`src/rtl/sync_filter.sv`:
```
// Multi-channel input conditioner: per-channel flop-chain synchroniser followed by a
// stability-counter debounce. Define SYNC_FILTER_EDGE_EN to enable the rise_o/fall_o pulses.
module sync_filter #(
  parameter int                  CHANNELS      = 8,
  parameter int                  SYNC_REGS     = 3,
  parameter int                  FILTER_CYCLES = 16,
  parameter logic [CHANNELS-1:0] RESET_VAL     = '0
) (
  input  logic                clk_i,
  input  logic                rst_i,
  input  logic [CHANNELS-1:0] data_i,
  output logic [CHANNELS-1:0] data_o,
  output logic                changed_o,
  output logic [CHANNELS-1:0] rise_o,
  output logic [CHANNELS-1:0] fall_o
);

  localparam int              CNT_W   = (FILTER_CYCLES > 1) ? $clog2(FILTER_CYCLES) : 1;
  localparam logic [CNT_W-1:0] CNT_MAX = CNT_W'(FILTER_CYCLES - 1);

  // Stage 0 samples the raw inputs; stage SYNC_REGS-1 feeds the filter.
  (* ASYNC_REG = "TRUE", shreg_extract = "no" *)
  logic [SYNC_REGS-1:0][CHANNELS-1:0] sync_r;

  logic [CHANNELS-1:0] sync_s;
  logic [CNT_W-1:0]    cnt_r   [CHANNELS];
  logic [CNT_W-1:0]    cnt_nxt [CHANNELS];
  logic [CHANNELS-1:0] data_nxt;

  // NOTE: sequential state uses non-blocking assignments so every flop samples pre-edge values.
  always_ff @(posedge clk_i or posedge rst_i) begin
    if (rst_i) sync_r <= {SYNC_REGS{RESET_VAL}};
    else       sync_r <= {sync_r[SYNC_REGS-2:0], data_i};
  end

  assign sync_s = sync_r[SYNC_REGS-1];

  // NOTE: every always_comb output gets a default first, so no path can infer a latch.
  always_comb begin
    data_nxt = data_o;
    for (int c = 0; c < CHANNELS; c++) begin
      cnt_nxt[c] = '0;
      if (sync_s[c] != data_o[c]) begin
        if (cnt_r[c] == CNT_MAX) data_nxt[c] = sync_s[c];
        else                     cnt_nxt[c] = cnt_r[c] + CNT_W'(1);
      end
    end
  end

  // NOTE: the counter array is reset explicitly; it is per-channel control state, not RAM,
  // and a mid-filter reset must restart every debounce window from zero.
  always_ff @(posedge clk_i or posedge rst_i) begin
    if (rst_i) begin
      for (int c = 0; c < CHANNELS; c++) cnt_r[c] <= '0;
      data_o    <= RESET_VAL;
      changed_o <= 1'b0;
    end else begin
      for (int c = 0; c < CHANNELS; c++) cnt_r[c] <= cnt_nxt[c];
      data_o    <= data_nxt;
      changed_o <= |(data_nxt ^ data_o);
    end
  end

`ifdef SYNC_FILTER_EDGE_EN
  // Edge pulses are registered alongside data_o so they coincide with the level change.
  always_ff @(posedge clk_i or posedge rst_i) begin
    if (rst_i) begin
      rise_o <= '0;
      fall_o <= '0;
    end else begin
      rise_o <= data_nxt & ~data_o;
      fall_o <= ~data_nxt & data_o;
    end
  end
`else
  assign rise_o = '0;
  assign fall_o = '0;
`endif

endmodule

```
`config.mk`:
```
export PLATFORM = sky130hd
export DESIGN_NAME = sync_filter
export DESIGN_NICKNAME = d
export VERILOG_FILES = /design/src/rtl/sync_filter.sv
export SDC_FILE = /design/constraint.sdc
export NUM_CORES = 1
export LEC_CHECK = 0
export CORE_AREA = 2 2 64 81
export DETAILED_ROUTE_END_ITERATION = 12
export DIE_AREA = 0 0 66 83
export PLACE_DENSITY = 0.79
export SLEW_MARGIN = 20
export SYNTH_ARGS = -nofsm -noshare
export SYNTH_HDL_FRONTEND = slang
export SYNTH_SLANG_ARGS = --single-unit
```
`constraint.sdc`:
```
create_clock -name clk_i -period 4.2 [get_ports clk_i]
set_clock_uncertainty 0.15 [all_clocks]
set_input_delay 0.42 -clock clk_i [delete_from_list [all_inputs] [get_ports clk_i]]
set_output_delay 0.42 -clock clk_i [all_outputs]
set_load 0.01 [all_outputs]
```
# ---- Word-level counts from Yosys, hierarchy flattened
# Cells that the tools add are included.
dict set report word_totals {
  ff_bits 65
  in_bits 10
  out_inout_bits 25
  wordCells 71
}
dict set report op_classes {
  addsub 8
  eq_ne 16
  mux 32
  bitwise 1
  reduce_logical 1
}
# cell n
set op_table {}
lappend op_table {{$mux 4} 16}
lappend op_table {{$add 4x1->4 const B} 8}
lappend op_table {{$eq 4x4->1 const B} 8}
lappend op_table {{$mux 1} 16}
lappend op_table {{$ne 1x1->1} 8}
lappend op_table {{$reduce_or 8->1} 1}
lappend op_table {{$xor 8x8->8} 1}

# ---- Logic depth before layout (Yosys ltp)
# Gate-level depths: netlist of the first run.
dict set report logic_depth {
  word_depth 5
  depth_mapped 5
  depth_no_buf 5
}

# ---- Worst setup path before layout of the first run
# OpenSTA, ideal clock, no wires.
dict set report synth_path {
  kind {register to register}
  startpoint {register cnt_r[24] (netlist bit)}
  endpoint {register data_o[1]}
  setup_ns 0.125
  arrival_time_ns 1.092
  required_time_ns 3.925
  slack_ns 2.833
  path_stages_with_launch 4
  n_path_buf 0
  period_less_slack_ns 1.367
  cell_sequence {dfrtp_1 ha_1 and3_2 mux2_2}
}
dict set report synth_via {
  elab_chain_cells 3
}
# item line_no
set synth_lines {}
lappend synth_lines {{from (decl)} 26} ;# logic [CNT_W-1:0] cnt_r [CHANNELS];
lappend synth_lines {{$eq 4x4->1} 44} ;# if (cnt_r[c] == CNT_MAX) data_nxt[c] = sync_s[c];
lappend synth_lines {{$mux 1} 44}
lappend synth_lines {{$mux 1} 43} ;# if (sync_s[c] != data_o[c]) begin
lappend synth_lines {{net data_nxt[1]} 28} ;# logic [CHANNELS-1:0] data_nxt;
lappend synth_lines {{to (signal assigned)} 59} ;# data_o <= data_nxt;
lappend synth_lines {{to (decl)} 12} ;# output logic [CHANNELS-1:0] data_o,
# The timed path passes the listed nets, and every way through them passes these cells.

# ---- Worst setup path after layout of the first run
dict set report layout_path {
  startpoint {register data_o[2]}
  endpoint {output port data_o[2]}
}
# No word-level cell between the ends.

==> results of run 1 <==
-- logic make-up (layout without fill, tap and decap cells) --
logic type      after synthesis  after routing  share of synthesized area (%)
flops                        65             65                           64.0
simple gates                 40             40                           9.75
buf+inv                      24             41                           5.91
xor+xnor                     16             16                           5.81
other cells                   1             16                          0.148
fa+ha+maj                     8              8                           3.94
compound gates               30             30                           6.89
mux                           8              8                           3.55
-- cell usage after synthesis --
master    number
nor2_1         9
and3_2         2
o22a_1         1
buf_4         16
ha_1           8
a31oi_1        1
dfrtp_1       65
a21o_1         1
and2b_2        1
a21oi_1       14
nor3b_1        3
o21ai_0        7
nand4_1        1
inv_1          8
nor2b_1        6
xnor2_2        1
o22ai_1        2
nor3_1         2
a311oi_1       4
mux2_2         8
or2b_1         2
nand4b_1       7
xnor2_1       15
and2b_1        1
conb_1         1
nand3_1        6
-- path summary, 6_finish.rpt --
check | to | cells past startpoint | from
setup / recovery | data_o[2] | 1 | data_o[2]
hold / removal | sync_r[12] | 0 | sync_r[4]
setup reg to reg | changed_o | 4 | sync_s[3]
hold reg to reg | sync_r[12] | 0 | sync_r[4]
max in group asynchronous | cnt_r[4] | 3 | rst_i
min in group asynchronous | data_o[5] | 2 | rst_i
-- registers in the layout, summed over array words and instances (netlist names) --
signal,count
changed_o,1
sync_s,8
cnt_r,32
data_o,8
sync_r,16
-- layer usage --
layer  part of all wire [%]  wire (µm)
met4                    2.9        107
met2                     49       1820
met5                      0          0
met1                     44       1630
met3                    4.2        157
-- per-stage QoR --
step           cells  setup slack [ns]  instance area, µm²  util, %
4_1_cts          284              2.33                2880     61.4
6_report         284              2.36                2880     61.4
2_1_floorplan    207              2.00                2600        -
3_3_place_gp     270              2.24                2740     58.4
5_1_grt          284              2.29                2880     61.4
3_5_place_dp     270              2.22                2740     58.4
-- power by group through the flow --
| stage | combinational (mW) | clock [mW] | sequential (mW) |
|---|---|---|---|
| CTS | 0.0749 | 0.420 | 0.681 |
| floorplan | 0.0653 | 0 | 0.686 |
| global route | 0.0851 | 0.450 | 0.685 |
| finish | 0.0728 | 0.407 | 0.681 |
| global placement | 0.0714 | 0 | 0.690 |
| detailed placement | 0.0744 | 0 | 0.692 |
-- final cells by class --
| type | instances | area [µm²] | share of cell area (%) |
|---|---|---|---|
| clock inverter | 1 | 5.00 | 0.174 |
| inverter | 8 | 30.0 | 1.04 |
| timing repair buffer | 19 | 188 | 6.51 |
| multi-input combinational | 118 | 821 | 28.5 |
| clock buffer | 13 | 139 | 4.82 |
| sequential | 65 | 1630 | 56.4 |
| tap | 60 | 75.1 | 2.60 |
-- cell usage in the layout (no fill, tap or decap), drive strengths merged, types with 2 or more instances in the layout --
cell type and instances:
nor2 9, nor2b 6, clkbuf 13, or2b 2
inv 8, and3 2, xnor2 16, nor3 2
clkdlybuf4s50 18, o21ai 7, o22ai 2, a311oi 4
dfrtp 65, conb 16, nand4b 7, a21oi 14
and2b 2, ha 8, nor3b 3, nand3 6
mux2 8
==> metrics.md, run 1 <==
| Metric | Value |
|---|---|
| NetSw | `264 µW` |
| Final HPWL DP | `2.64 mm` |
| CTS tree | `built` |
| CTS H-tree lvls | `3` |
| Setup Fix Bufs, Post-CTS | `0` |
| Inserted Clock Buffers | `9` |
| Top cells by area, synth | `dfrtp_1 (64%), xnor2_1 (5.2%), buf_4 (4.7%)` |
| WL/cell | `13.1 µm` |
| GRT Overall Usage | `15.8%` |
| RSZ-0062 raised after global routing | `false` |
| Peak Freq | `0.542 GHz` |
| Worst hold slack | `0.195 ns` |
| Crit path max-delay family | `buffers and inverters` |
| Register share of total power | `58.7%` |
| Die height | `83 µm` |
| Total of max-cap violations | `0` |
| Max-slew violations | `0` |
| M3 GR Usage | `3.93%` |
| Top cell type's share of synthesized area | `64.0%` |
| Post-CTS resize count | `0` |
| Reg2reg setup slack | `2.73 ns` |
| Vias in the first global route | `1,478` |
| Pin count of the biggest net entering global routing | `41` |
| Hold Path Class | `reg -> reg` |
| Die area | `5480 µm²` |
| I/O pins | `35` |
| Syn-to-layout area delta | `13.5%` |
| GP Congestion | `0.675` |
| Post-route minimum period | `1.84 ns` |
| Mapped Cells | `192` |
| Crit path kind | `reg -> out` |
| Most Used Layer, Global Route | `met2` |
| CP Max Fanout | `3` |
| Final Cycle Share | `43.9%` |
| Clk_lat worst skew | `0.33 ns` |
| Syn Area/Cell | `13.2 µm²` |
| Die X | `66 µm` |
| Drt pass-1 iters | `5` |
| # diodes | `0` |
| P per Cell Area | `403 nW/µm²` |
| Clock transition at path regs | `0.06 ns` |
| Routed vias/inst | `5.18` |
| Outcome | `completed` |
| Clk root buf | `clkbuf_8` |
| Net count, final | `239` |
| Logic gate share of total power | `6.3%` |
| Switching portion of total power | `22.7%` |
| Worst Tran Pin Value | `0.814 ns` |
| Setup violations, final | `0` |
| Yosys top cell by area | `dfrtp_1` |
| PortBufs | `18` |
| Fin Setup TNS | `0 ns` |
| Slew headroom | `45.7%` |
| Clock share of power | `35.0%` |
| WP buf/inv | `1` |
| Sequential share of the synthesized area | `64.0%` |
| Initial antenna violation count | `0` |
| Final Hold Viols | `0` |
| Overflow after GRT | `0` |
| Drt drc | `0` |
| Clock buffer depth | `2` |
| Initial cell density of the core | `54.1%` |
| Critical path's largest stage delay | `0.55 ns` |
| First-pass GRT wire length | `6.52 mm` |
| Initial DRC count | `79` |
| Internal power | `897 µW` |
| Final Total Pwr | `1.16 mW` |
| Worst EP arrival | `1.27 ns` |
| Post-route antenna net violation count | `0` |
| Startpoint Class | `register` |
| Cell Chain, Critical Path | `clkdlybuf4s50_1` |
| Via count | `1,471` |
| Post-synth cell types | `26` |
| Mapped cell area | `2540 µm²` |
| Peak VDD IR | `245 µV` |
| Synth Warn # | `0` |
| Clk sinks | `65` |
| CTS Hold Buffers Added | `0` |
| Nature of the critical path endpoint | `primary output` |
| FP Rows | `28` |
| Met1 Use GR | `19.9%` |
| Data required, critical path | `3.63 ns` |
| Placeable Area | `4690 µm²` |
| GR Util met2 | `24.2%` |
| #FFs+latches synth | `65` |
| Fillers | `381` |
| Static leakage | `1.29 nW` |
| Post-Route WL | `3.71 mm` |
| Ratio of cells with drive above 1 in the final layout | `10.7%` |
| CP max stage cell | `clkdlybuf4s50_1` |
Note: power is estimated with default switching activity, not from simulation.
==> run 2: changes to the inputs <==
--- a/config.mk
+++ b/config.mk
@@ -5,10 +5,10 @@
 export SDC_FILE = /design/constraint.sdc
 export NUM_CORES = 1
 export LEC_CHECK = 0
-export CORE_AREA = 2 2 64 81
+export CORE_AREA = 2 2 69 87
 export DETAILED_ROUTE_END_ITERATION = 12
-export DIE_AREA = 0 0 66 83
-export PLACE_DENSITY = 0.79
+export DIE_AREA = 0 0 71 89
+export PLACE_DENSITY = 0.72
 export SLEW_MARGIN = 20
 export SYNTH_ARGS = -nofsm -noshare
 export SYNTH_HDL_FRONTEND = slang
==> constraint.sdc (replaced) <==
create_clock -name clk_i -period 1.5 [get_ports clk_i]
set_clock_uncertainty 0.15 [all_clocks]
set_input_delay 0.15 -clock clk_i [delete_from_list [all_inputs] [get_ports clk_i]]
set_output_delay 0.15 -clock clk_i [all_outputs]
set_load 0.01 [all_outputs]
==> metrics.md, run 2 (synthesis gave the netlist of run 1 again) <==
| Metric | Value |
|---|---|
| GRT Overall Usage | `13.2%` |
| Ratio of cells with drive above 1 in the final layout | `16.9%` |
| Clk_lat worst skew | `0.33 ns` |
| Clk sinks | `65` |
| Initial cell density of the core | `46.7%` |
| Overflow after GRT | `0` |
| Logic gate share of total power | `5.9%` |
| Fin Setup TNS | `0 ns` |
| Clk root buf | `clkbuf_8` |
| Initial DRC count | `48` |
| Final HPWL DP | `2.53 mm` |
| Vias in the first global route | `1,476` |
| Reg2reg setup slack | `0.07 ns` |
| Crit path max-delay family | `flip-flops` |
| Syn-to-layout area delta | `21.1%` |
| Pin count of the biggest net entering global routing | `66` |
| # diodes | `0` |
| Cell Chain, Critical Path | `ha_1 -> nand3_1 -> mux2_2` |
| Final Hold Viols | `0` |
| Clock share of power | `45.1%` |
| Die area | `6320 µm²` |
| Switching portion of total power | `20.3%` |
| CTS H-tree lvls | `3` |
| Crit path kind | `reg -> reg` |
| Startpoint Class | `register` |
| Routed vias/inst | `4.91` |
| Final Cycle Share | `95.2%` |
| Total of max-cap violations | `0` |
| Net count, final | `250` |
| Peak VDD IR | `971 µV` |
| Max-slew violations | `0` |
| PortBufs | `18` |
| GP Congestion | `0.749` |
| Via count | `1,478` |
| Peak Freq | `0.701 GHz` |
| CP max stage cell | `dfrtp_1` |
| Hold Path Class | `in -> async` |
| Setup violations, final | `0` |
| Data required, critical path | `1.57 ns` |
| Post-Route WL | `3.58 mm` |
| Drt pass-1 iters | `4` |
| CTS tree | `built` |
| WL/cell | `11.9 µm` |
| Clock buffer depth | `2` |
| Static leakage | `1.44 nW` |
| First-pass GRT wire length | `6.28 mm` |
| Most common cell after layout, fill and taps aside | `dfrtp_1` |
| Commonest non-fill, non-tap cells in the layout | `dfrtp_1 (65), conb_1 (16), xnor2_1 (15), a21oi_1 (14), buf_4 (11)` |
| Post-route antenna net violation count | `0` |
| Worst EP arrival | `1.49 ns` |
| RSZ-0062 raised after global routing | `false` |
| FP Rows | `30` |
| Post-route minimum period | `1.43 ns` |
| Inserted Clock Buffers | `9` |
| CP Max Fanout | `4` |
| Critical path's largest stage delay | `0.42 ns` |
| NetSw | `790 µW` |
| Largest register FFs | `32` |
| Drt drc | `0` |
| P per Cell Area | `1260 nW/µm²` |
| Placeable Area | `5440 µm²` |
| R2R Path Start | `cnt_r[28]` |
| WP buf/inv | `0` |
| Die height | `89 µm` |
| Fillers | `455` |
| Register share of total power | `49.0%` |
| I/O pins | `35` |
| Biggest regs | `cnt_r x32, sync_r x16` |
| Core Util, Final | `56.5%` |
| Die X | `71 µm` |
| Outcome | `completed` |
| Internal power | `3.10 mW` |
| Largest register by flop count | `cnt_r` |
| Nature of the critical path endpoint | `register` |
| Clock transition at path regs | `0.07 ns` |
| Worst R2R End | `data_o[0]` |
| R2R depth | `3` |
| Initial antenna violation count | `0` |
## run 2: worst register-to-register path: cells and delay by family (launching register included)
family | cells | cell delay [ns]
flops | 1 | 0.42
mux | 1 | 0.34
fa+ha+maj | 1 | 0.27
simple gates | 1 | 0.14
## run 2: worst max-delay path by stage
stage               startpoint   endpoint  slack [ns]  depth (start not counted)
finish               cnt_r[28]  data_o[0]        0.07                          3
floorplan            cnt_r[24]  data_o[1]        0.13                          3
detailed placement   cnt_r[24]  data_o[1]        0.08                          3
CTS                  cnt_r[28]  data_o[0]        0.07                          3
global route         data_o[2]  changed_o       0.004                          5
global placement      cnt_r[0]  data_o[7]        0.11                          3
## run 2: power by group through the flow
stage	clock network, mW	registers [mW]	logic (mW)
2_1_floorplan	0	1.92	0.183
6_report	1.75	1.90	0.229
3_5_place_dp	0	1.94	0.233
4_1_cts	1.80	1.90	0.235
5_1_grt	1.90	1.92	0.265
3_3_place_gp	0	1.93	0.229
## run 2: metrics by stage
step                std cells  setup slack [ns]  total power [mW]  hold WS (ns)  cell area, µm²
detailed placement        284            0.0806              2.17         0.185            2840
floorplan                 207             0.133              2.10        0.0314            2600
CTS                       301            0.0726              3.94        0.0922            3080
global route              301           0.00370              4.08        0.0913            3080
finish                    301            0.0727              3.89        0.0959            3080
global placement          284             0.113              2.16         0.182            2840
## run 2: metal layers
metal	vias up	track usage [%]	wire, µm
met5	-	0	0
met4	0	7.72	65
met3	6	4.51	184
met2	35	21.8	1800
met1	725	15.0	1530
li1	712	-	-
## run 2: area by class of cell
class | instances | area (µm²) | share of cell area (%)
sequential | 65 | 1630 | 52.9
multi-input combinational | 118 | 821 | 26.7
timing repair buffer | 30 | 272 | 8.82
clock buffer | 11 | 141 | 4.60
clock inverter | 5 | 103 | 3.33
tap | 64 | 80.1 | 2.60
inverter | 8 | 33.8 | 1.10
## run 2: repair_timing
| action | 4_1_cts | 5_1_grt |
|---|---|---|
| setup buffers | 1 | 0 |
| setup endpoints to repair | 9 | 0 |
| resized for setup | 9 | 0 |
| hold buffers | 0 | 0 |
